$ cat src/rtl/fix_field_scheduler.sv
// fix_field_scheduler: feeds FIX tag/value fields one at a time into the
// message-create byte engine and closes each message with the "10" trailer.
`ifndef VALUE_DATA_WIDTH
`define VALUE_DATA_WIDTH 64
`endif

module fix_field_scheduler #(
    parameter int VALUE_WIDTH = `VALUE_DATA_WIDTH,
    parameter int T_SIZE      = 5,
    parameter int SIZE        = 64,
    parameter int LEN_W       = 7,
    parameter int TIMEOUT_CYC = 1024
) (
    input  logic                   clk,
    input  logic                   rst,
    input  logic                   fld_valid_i,
    output logic                   fld_ready_o,
    input  logic [31:0]            fld_tag_i,
    input  logic [2:0]             fld_tag_len_i,
    input  logic [VALUE_WIDTH-1:0] fld_val_i,
    input  logic [LEN_W-1:0]       fld_val_len_i,
    input  logic                   fld_last_i,
    output logic                   tag_valid_o,
    output logic                   val_valid_o,
    output logic                   checksum_o,
    output logic [31:0]            tag_o,
    output logic [VALUE_WIDTH-1:0] val_o,
    output logic [T_SIZE-1:0]      t_size_o,
    output logic [SIZE-1:0]        v_size_o,
    input  logic                   done_i,
    input  logic                   end_i,
    output logic                   busy_o,
    output logic                   msg_done_o,
    output logic [7:0]             field_cnt_o,
    output logic                   err_len_o,
    output logic                   err_timeout_o
);

    localparam int VMAX = VALUE_WIDTH / 8;
    localparam int WD_W = $clog2(TIMEOUT_CYC + 1);

    typedef enum logic [2:0] {
        S_IDLE,
        S_TAG,
        S_TAG_W,
        S_VAL,
        S_VAL_W,
        S_CHK,
        S_CHK_W
    } state_t;

    state_t state_q, state_d;

    logic [WD_W-1:0]        wd_q;
    logic [7:0]             cnt_q;
    logic                   last_q;
    logic                   err_to_q;
    logic [31:0]            tag_q;
    logic [VALUE_WIDTH-1:0] val_q;
    logic [T_SIZE-1:0]      tsz_q;
    logic [SIZE-1:0]        vsz_q;
    logic                   chk_q;

    logic                   len_ok;
    logic                   wd_exp;
    logic                   accept;
    logic                   cnt_inc;
    logic                   cnt_clr;
    logic                   set_to;
    logic                   load_chk;
    logic [T_SIZE-1:0]      tsz_d;
    logic [SIZE-1:0]        vsz_d;

    assign len_ok = (fld_tag_len_i != 3'd0) && (fld_tag_len_i <= 3'd4) &&
                    (fld_val_len_i != '0) &&
                    (int'(fld_val_len_i) <= VMAX);

    assign wd_exp   = (wd_q == WD_W'(TIMEOUT_CYC - 1));
    assign load_chk = (state_d == S_CHK) && (state_q != S_CHK);

    // Byte count -> thermometer mask, one bit per byte the engine emits
    always_comb begin
        tsz_d = '0;
        vsz_d = '0;
        for (int i = 0; i < T_SIZE; i++) begin
            tsz_d[i] = (i < int'(fld_tag_len_i));
        end
        for (int i = 0; i < SIZE; i++) begin
            vsz_d[i] = (i < int'(fld_val_len_i));
        end
    end

    always_ff @(posedge clk or negedge rst) begin
        if (!rst) begin
            state_q <= S_IDLE;
        end else begin
            state_q <= state_d;
        end
    end

    always_comb begin
        state_d     = state_q;
        accept      = 1'b0;
        cnt_inc     = 1'b0;
        cnt_clr     = 1'b0;
        set_to      = 1'b0;
        fld_ready_o = 1'b0;
        tag_valid_o = 1'b0;
        val_valid_o = 1'b0;
        msg_done_o  = 1'b0;
        err_len_o   = 1'b0;
        unique case (state_q)
            S_IDLE: begin
                fld_ready_o = 1'b1;
                if (fld_valid_i) begin
                    accept = 1'b1;
                    if (len_ok) begin
                        state_d = S_TAG;
                    end else begin
                        err_len_o = 1'b1;
                        if (fld_last_i) state_d = S_CHK;
                    end
                end
            end
            S_TAG: begin
                tag_valid_o = 1'b1;
                state_d     = S_TAG_W;
            end
            S_TAG_W: begin
                if (done_i) begin
                    state_d = S_VAL;
                end else if (wd_exp) begin
                    set_to  = 1'b1;
                    cnt_clr = 1'b1;
                    state_d = S_IDLE;
                end
            end
            S_VAL: begin
                val_valid_o = 1'b1;
                state_d     = S_VAL_W;
            end
            S_VAL_W: begin
                if (done_i) begin
                    cnt_inc = 1'b1;
                    state_d = last_q ? S_CHK : S_IDLE;
                end else if (wd_exp) begin
                    set_to  = 1'b1;
                    cnt_clr = 1'b1;
                    state_d = S_IDLE;
                end
            end
            S_CHK: begin
                tag_valid_o = 1'b1;
                state_d     = S_CHK_W;
            end
            S_CHK_W: begin
                if (end_i) begin
                    msg_done_o = 1'b1;
                    cnt_clr    = 1'b1;
                    state_d    = S_IDLE;
                end else if (wd_exp) begin
                    set_to  = 1'b1;
                    cnt_clr = 1'b1;
                    state_d = S_IDLE;
                end
            end
            default: state_d = S_IDLE;
        endcase
    end

    // Engine-facing registers; the trailer load overrides a dropped last field
    always_ff @(posedge clk or negedge rst) begin
        if (!rst) begin
            tag_q  <= '0;
            val_q  <= '0;
            tsz_q  <= '0;
            vsz_q  <= '0;
            chk_q  <= 1'b0;
            last_q <= 1'b0;
        end else begin
            if (accept) begin
                tag_q  <= fld_tag_i;
                val_q  <= fld_val_i;
                tsz_q  <= tsz_d;
                vsz_q  <= vsz_d;
                chk_q  <= 1'b0;
                last_q <= fld_last_i;
            end
            if (load_chk) begin
                tag_q <= 32'h0000_3031;
                tsz_q <= T_SIZE'(2'b11);
                chk_q <= 1'b1;
            end
        end
    end

    always_ff @(posedge clk or negedge rst) begin
        if (!rst) begin
            cnt_q    <= '0;
            err_to_q <= 1'b0;
            wd_q     <= '0;
        end else begin
            if (cnt_clr) begin
                cnt_q <= '0;
            end else if (cnt_inc && (cnt_q != 8'hff)) begin
                cnt_q <= cnt_q + 8'd1;
            end
            if (set_to) err_to_q <= 1'b1;
            if (state_d != state_q) begin
                wd_q <= '0;
            end else if (state_q inside {S_TAG_W, S_VAL_W, S_CHK_W}) begin
                wd_q <= wd_q + 1'b1;
            end
        end
    end

    assign tag_o         = tag_q;
    assign val_o         = val_q;
    assign t_size_o      = tsz_q;
    assign v_size_o      = vsz_q;
    assign checksum_o    = chk_q;
    assign busy_o        = (state_q != S_IDLE);
    assign field_cnt_o   = cnt_q;
    assign err_timeout_o = err_to_q;

endmodule

$ cat config.mk
export PLATFORM = sky130hd
export DESIGN_NAME = fix_field_scheduler
export DESIGN_NICKNAME = d
export VERILOG_FILES = /design/src/rtl/fix_field_scheduler.sv
export SDC_FILE = /design/constraint.sdc
export NUM_CORES = 1
export LEC_CHECK = 0
export ABC_AREA = 1
export BUFFER_PORTS_ARGS = -buffer_cell sky130_fd_sc_hd__buf_4
export CAP_MARGIN = 20
export CORE_ASPECT_RATIO = 1.4
export CORE_MARGIN = 3
export CORE_UTILIZATION = 56
export CTS_BUF_LIST = sky130_fd_sc_hd__clkbuf_2 sky130_fd_sc_hd__clkbuf_4 sky130_fd_sc_hd__clkbuf_8
export DETAILED_ROUTE_END_ITERATION = 12
export GPL_ROUTABILITY_DRIVEN = 1
export GPL_TIMING_DRIVEN = 0
export HOLD_SLACK_MARGIN = 0.08
export MAX_ROUTING_LAYER = met4
export PLACE_DENSITY = 0.92
export SETUP_SLACK_MARGIN = 0.5
export SYNTH_ARGS = -nofsm -noshare
export SYNTH_HDL_FRONTEND = slang
export SYNTH_SLANG_ARGS = --single-unit
$ cat constraint.sdc
create_clock -name clk -period 5.8 [get_ports clk]
set_clock_uncertainty 0.2 [all_clocks]
set_input_delay 0.87 -clock clk [delete_from_list [all_inputs] [get_ports clk]]
set_output_delay 0.87 -clock clk [all_outputs]
set_load 0.05 [all_outputs]
==> qor.yml, run 1 <==
outcome:
  outcome: "finished clean"
critical_path:
  crit_path_start: "state_q[0]"
  path_cells: "nor2_4 > nand2_2 > nor2_4 > inv_2 > clkbuf_1 > buf_2 > a21oi_1 > buf_4"
  critPathMaxFanout: 10
  slowest_stage: "dfrtp_1"
  critPathRequiredTime_ns: 4.73
  start_kind: "register"
  critPathMostFrequentCell: "nor2_4"
  timing.rr.start: "wd_q[0]"
  endpoint: "err_len_o"
  arrival_ns: 2.44
  timing.rr.end: "tag_o[8]"
  rrSetupSlack_ns: 3.37
  critical_path.endpoint_type: "output port"
  critPathKind: "reg -> out"
  max_stage_delay_ns: 0.48
  rr_worst_depth: 12
floorplan:
  io-pin-count: 293
  rows: 51
  die_area_um2: 16200
  initial_core_util: 0.582
  die_w_um: 108
  dieHeight_um: 149
  fp.coreArea_um2: 14100
final_layout:
  diodes: 0
  fin_area_um2: 11000
  final_cell_mix: "nand2_1 (449), buf_4 (289), dfrtp_1 (190), inv_1 (74), nor2_1 (50)"
  syn_to_final_growth_pct: 34.5
  drive_gt1_frac: 0.290
  final_common_cell: "nand2_1"
  nNetsFinal: 1400
  nFillCells: 972
grt:
  grt_pass1_wl_mm: 37.7
  grt_util_all_layers: 0.310
  grt_max_degree: 115
  grt_overflow: 0
  antenna_found_initial: 0
  grt_pass1_vias: 7617
routing:
  drt-vias-per-instance: 5.13
  detail-route-antenna-nets: 0
  drt_iter0_drc: 368
  drc_errors: 0
  first_pass_iters: 4
  drt-total-wl_mm: 23.8
  wire_per_inst_um: 16.0
  vias: 7609
logic_synthesis:
  syn_avg_cell_area_um2: 8.41
  syn_inst: 976
  synth.cell_area_um2: 8210
  synth_edf_count: 0
  netlist_top_cells_area: "dfrtp_1 (58%), nand2_1 (21%), inv_1 (3.4%)"
  synthesis.nets: 1090
  yosysWarnings: 0
  synth_cell_types: 35
  post-synth-top-area-fraction: 0.579
  yosysTopAreaCell: "dfrtp_1"
  yosysSeqAreaShare: 0.579
  ys_ff_latch: 190
  ys.flop_type: "dfrtp_1"
  synthArstFlopShare: 1.00
place:
  port_buffers: 290
  gp_congestion: 0.881
  placed_area_um2: 10700
  dp_hpwl_mm: 18.2
timing:
  setup_violations: 0
  max_freq_ghz: 0.285
  rsz0062_at_grt: "false"
  maxSlewViolCount: 0
  fin_tns_setup_ns: 0
  hold_viol: 0
  holdWs_ns: 0.164
  finalCritPeriodShare: 0.606
  worstMarginPinSlew_ns: 0.876
  period_needed_ns: 3.51
  slew_headroom: 0.410
clocking:
  cts.reportedPaths.clkPinSlew_ns: 0.11
  htreeDepth: 4
  cts_resized: 0
  cts_hold_buf: 0
  cts_buffer_depth: 2
  clock-root-buffer: "clkbuf_8"
  cts_buffers: 17
  post_cts_buffers: 0
  insertion_delay_ns: 0.46
  cts_tree: "yes"
  numClockSinks: 190
worst_hold_path:
  hp-class: "in -> async"
pwr:
  power_frac_comb: 0.595
  power.share.clock: 0.109
  seq_power_share: 0.296
  p_sw_mw: 4.27
  sw_frac_of_total: 0.549
  leakage_nw: 6.25
  p_int_mw: 3.51
  power_density_nw_per_um2: 705
  peakVddDrop_mv: 0.439
run:
  cap_violations: 0
## critical path: cells and delay by family (launching register included)
family                 cells  cell delay (ns)
AOI/OAI and AO/OA          1             0.23
and+or+nand+nor            3             0.41
DFF                        1             0.48
buffers and inverters      4             0.86
## metrics by stage
step	instances	power [mW]	util	setup slack, ns
2_1_floorplan	976	5.41	-	2.50
3_3_place_gp	1451	6.81	0.753	2.42
3_5_place_dp	1452	6.95	0.755	2.43
4_1_cts	1484	7.79	0.783	2.28
5_1_grt	1484	8.20	0.783	2.16
6_report	1484	7.78	0.783	2.29
## kinds of logic after synthesis
logic type | Yosys count | share of synthesized area
xor gates and xnor gates | 13 | 0.0139
AOI/OAI and AO/OA | 90 | 0.0637
muxes | 4 | 0.00488
adders and majority gates | 2 | 0.00305
DFF | 190 | 0.579
buffers and inverters | 120 | 0.0608
and+or+nand+nor | 557 | 0.274
## layout make-up
cell class,count,area (µm²),share of cell area
inverter,80,300,0.0272
timing repair buffer,291,2210,0.200
sequential,190,4750,0.431
clock buffer,17,234,0.0212
buffer,40,199,0.0180
clock inverter,15,151,0.0137
tap,185,231,0.0210
multi-input combinational,666,2950,0.268
## power by group through the flow
stage	Sequential [mW]	Combinational [mW]	Clock (mW)
finish	2.30	4.63	0.850
global route	2.36	4.91	0.924
CTS	2.29	4.65	0.856
detailed placement	2.30	4.64	0
global placement	2.28	4.53	0
floorplan	4.25	1.16	0
## synthesized netlist by cell type (3+ instances only)
cell / n
nor3_1: 4
nand4_1: 12
nand2_1: 449
inv_1: 74
xor2_1: 10
nor2_1: 50
buf_2: 21
nand3_2: 4
xnor2_1: 3
a21oi_1: 16
buf_6: 3
inv_2: 6
nor2_2: 5
nand3_1: 19
clkbuf_1: 15
o21ai_0: 44
mux2i_1: 4
nor2_4: 5
dfrtp_1: 190
o21ai_1: 6
nand2_2: 6
o211ai_1: 11
## worst min-delay path by stage
stage / startpoint / end / slack [ns]
3_3_place_gp: val_o[38] / val_o[38] / 0.26
4_1_cts: rst / field_cnt_o[2] / 0.18
3_5_place_dp: val_o[10] / val_o[10] / 0.26
2_1_floorplan: last_q / last_q / 0.30
6_report: rst / field_cnt_o[2] / 0.16
5_1_grt: rst / field_cnt_o[2] / 0.20
## state kept, by name, indices dropped and copies added (netlist names), 3 cells and up
signal	count
state_q	3
field_cnt_o	8
v_size_o	64
wd_q	11
val_o	64
t_size_o	5
tag_o	32
## per-layer routing
| metal | GRT usage | share of wire | up-vias |
|---|---|---|---|
| li1 | - | - | 3648 |
| met5 | - | 0 | - |
| met1 | 0.356 | 0.37 | 3540 |
| met3 | 0.0654 | 0.076 | 70 |
| met2 | 0.523 | 0.51 | 351 |
| met4 | 0.135 | 0.044 | 0 |
(Power assumes the default switching activity.)
==> run 2, diff against run 1 <==
--- a/config.mk
+++ b/config.mk
@@ -5,19 +5,19 @@
 export SDC_FILE = /design/constraint.sdc
 export NUM_CORES = 1
 export LEC_CHECK = 0
-export ABC_AREA = 1
+export ABC_AREA = 0
 export BUFFER_PORTS_ARGS = -buffer_cell sky130_fd_sc_hd__buf_4
 export CAP_MARGIN = 20
 export CORE_ASPECT_RATIO = 1.4
 export CORE_MARGIN = 3
-export CORE_UTILIZATION = 56
+export CORE_UTILIZATION = 51
 export CTS_BUF_LIST = sky130_fd_sc_hd__clkbuf_2 sky130_fd_sc_hd__clkbuf_4 sky130_fd_sc_hd__clkbuf_8
 export DETAILED_ROUTE_END_ITERATION = 12
 export GPL_ROUTABILITY_DRIVEN = 1
 export GPL_TIMING_DRIVEN = 0
 export HOLD_SLACK_MARGIN = 0.08
 export MAX_ROUTING_LAYER = met4
-export PLACE_DENSITY = 0.92
+export PLACE_DENSITY = 0.85
 export SETUP_SLACK_MARGIN = 0.5
 export SYNTH_ARGS = -nofsm -noshare
 export SYNTH_HDL_FRONTEND = slang
==> constraint.sdc (replaced) <==
create_clock -name clk -period 3.45 [get_ports clk]
set_clock_uncertainty 0.2 [all_clocks]
set_input_delay 0.5175 -clock clk [delete_from_list [all_inputs] [get_ports clk]]
set_output_delay 0.5175 -clock clk [all_outputs]
set_load 0.05 [all_outputs]
==> run 2 against run 1 <==
Routed wire length is 24% higher. Power up 68%. Critical path depth up 1. Critical path type is now reg -> reg. Critical endpoint is now tag_o[6].
==> qor.yml, run 2 <==
logic_synthesis:
  yosysWarnings: 0
  ys.flop_type: "dfrtp_1"
  yosysTopAreaCell: "dfrtp_1"
  synth_edf_count: 0
  synthArstFlopShare: 1.00
  syn_inst: 877
  ys_top_cells_by_count: "nand2_1 (328), dfrtp_1 (190), a21oi_1 (69)"
  yosysSeqAreaShare: 0.596
  synthesis.nets: 991
  yosysMostFrequentCell: "nand2_1"
  synth_cell_types: 49
  post-synth-top-area-fraction: 0.596
  synth.cell_area_um2: 7980
  ys_ff_latch: 190
  syn_avg_cell_area_um2: 9.10
  netlist_top_cells_area: "dfrtp_1 (60%), nand2_1 (15%), a21oi_1 (4.3%)"
routing:
  highest_layer: "met4"
  first_pass_iters: 6
  drt_iter0_drc: 701
  wl_met3_mm: 2.51
  vias: 8380
  wire_per_inst_um: 19.9
  drt-met1-wl_mm: 10.1
  drt-vias-per-instance: 5.66
  drc_errors: 0
  met2_length_mm: 15.1
  drt-total-wl_mm: 29.5
  detail-route-antenna-nets: 0
final_layout:
  final_common_cell: "nand2_1"
  drive_gt1_frac: 0.280
  post-route-util: 0.774
  nNetsFinal: 1385
  syn_to_final_growth_pct: 47.4
  final_cell_mix: "nand2_1 (328), buf_4 (299), dfrtp_1 (190), dlygate4sd3_1 (71), a21oi_1 (69)"
critical_path:
  slowest_stage: "or4b_4"
  max_stage_delay_ns: 0.50
  critPathRequiredTime_ns: 3.59
  critPathMaxFanout: 10
  critical_path.endpoint_type: "register"
  critPathMostFrequentCell: "buf_6"
  path_cells: "buf_6 > or4b_4 > buf_6 > or3_4 > or3_4 > a22oi_2 > buf_6 > buf_8 > a21oi_1"
  critPathKind: "reg -> reg"
  crit_path_start: "state_q[1]"
  timing.rr.start: "state_q[1]"
  start_kind: "register"
  arrival_ns: 3.14
grt:
  grt_util_all_layers: 0.345
  grt_pass1_vias: 8521
  grt_pass1_wl_mm: 45.4
  grt_max_degree: 110
  antenna_found_initial: 3
  grt_overflow: 0
run:
  cap_violations: 0
clocking:
  cts_buffer_depth: 2
  cts_tree: "yes"
  clock-root-buffer: "clkbuf_8"
  htreeDepth: 4
  cts_buffers: 17
  cts.reportedPaths.clkPinSlew_ns: 0.11
  numClockSinks: 190
  insertion_delay_ns: 0.45
place:
  gp_congestion: 0.930
  dp_hpwl_mm: 19.1
  port_buffers: 291
worst_hold_path:
  hp-class: "in -> reg"
  holdCritStartpoint: "fld_tag_i[29]"
floorplan:
  io-pin-count: 293
  initial_core_util: 0.525
  dieHeight_um: 154
  die_area_um2: 17200
  fp.coreArea_um2: 15200
  die_w_um: 112
  rows: 53
timing:
  max_freq_ghz: 0.334
  rsz0062_at_grt: "true"
  period_needed_ns: 3.00
  setup_violations: 0
  finalCritPeriodShare: 0.869
  fin_tns_setup_ns: 0
  slew_headroom: 0.450
  hold_viol: 0
  worstMarginPinSlew_ns: 0.814
  maxSlewViolCount: 0
outcome:
  outcome: "finished clean"
pwr:
  peakVddDrop_mv: 0.923
  leakage_nw: 5.89
  power_density_nw_per_um2: 1110
## run 2: cell count changes in the layout (fill, tap and decap cells not counted), sizes merged, moves of 8 or more
cell,before,now
nor2,60,52
nand4,12,4
a21oi,18,69
nand3,23,8
o211ai,11,2
dlygate4sd3,0,71
clkbuf,32,72
inv,89,9
nor4,1,11
nand2,455,328
## run 2: worst paths after layout
check / slack, ns / cells past startpoint / end
min in group asynchronous: 0.41 / 2 / val_o[54]
min: 0.09 / 3 / tag_o[29]
max reg2reg: 0.45 / 9 / tag_o[6]
max: 0.45 / 9 / tag_o[6]
min reg2reg: 0.27 / 1 / err_timeout_o
max in group asynchronous: 1.67 / 3 / v_size_o[41]
## run 2: worst max-delay path: cells and delay by family, from the launching register on
| kind | cells | cell delay, ns |
|---|---|---|
| simple gates | 3 | 1.27 |
| buf+inv | 4 | 0.61 |
| compound gates | 2 | 0.40 |
| flops | 1 | 0.39 |
## run 2: routing by layer
metal,global-route usage,vias to the layer above
li1,-,3672
met5,-,-
met3,0.0744,144
met4,0.206,0
met2,0.573,510
met1,0.379,4054
## run 2: cells by family (layout without fill, tap and decap cells)
family	after synthesis	in the layout	share of synthesized area
fa+ha+maj	2	2	0.00314
xor+xnor	17	17	0.0187
compound gates	153	153	0.111
simple gates	444	444	0.231
buf+inv	68	475	0.0365
mux	3	3	0.00376
flops	190	190	0.596
other cells	0	4	0
## run 2: area by class of cell
cell class              count  area, µm²
diodes                      4       10.0
plain buffers              64        342
clock buffers              20        263
clock inverters            12        154
fillers                   957       3430
inverters                   4       15.0
multi-input cells         619       2950
flip-flops and latches    190       4750
well taps                 192        240
repair buffers            375       3030
## run 2: metrics by stage
| step | total power, mW | setup slack [ns] | cells | area [µm²] | hold WS [ns] |
|---|---|---|---|---|---|
| final | 13.0 | 0.453 | 1480 | 11800 | 0.0908 |
| after global routing | 13.6 | 0.428 | 1479 | 11800 | 0.0863 |
| after CTS | 12.8 | 0.503 | 1470 | 11700 | 0.0802 |
| after detailed placement | 11.1 | 0.301 | 1361 | 10400 | 0.249 |
| after global placement | 10.9 | 0.338 | 1360 | 10400 | 0.249 |
| after floorplan | 8.61 | 0.548 | 877 | 7980 | 0.0219 |
## run 2: what timing repair did
item                                   CTS  global route
hold buffers                            71             0
endpoints found under the hold margin  151             0
setup buffers                            6             5
pin swaps                                2             1
setup endpoints to repair               37            52
resized for setup                       17            12
## run 2: report_power, final
group / switching (mW) / internal, mW / total [mW]
clock network: 0.860 / 0.704 / 1.56
logic: 5.49 / 2.20 / 7.69
registers: 0.619 / 3.17 / 3.78
total: 6.97 / 6.07 / 13.0
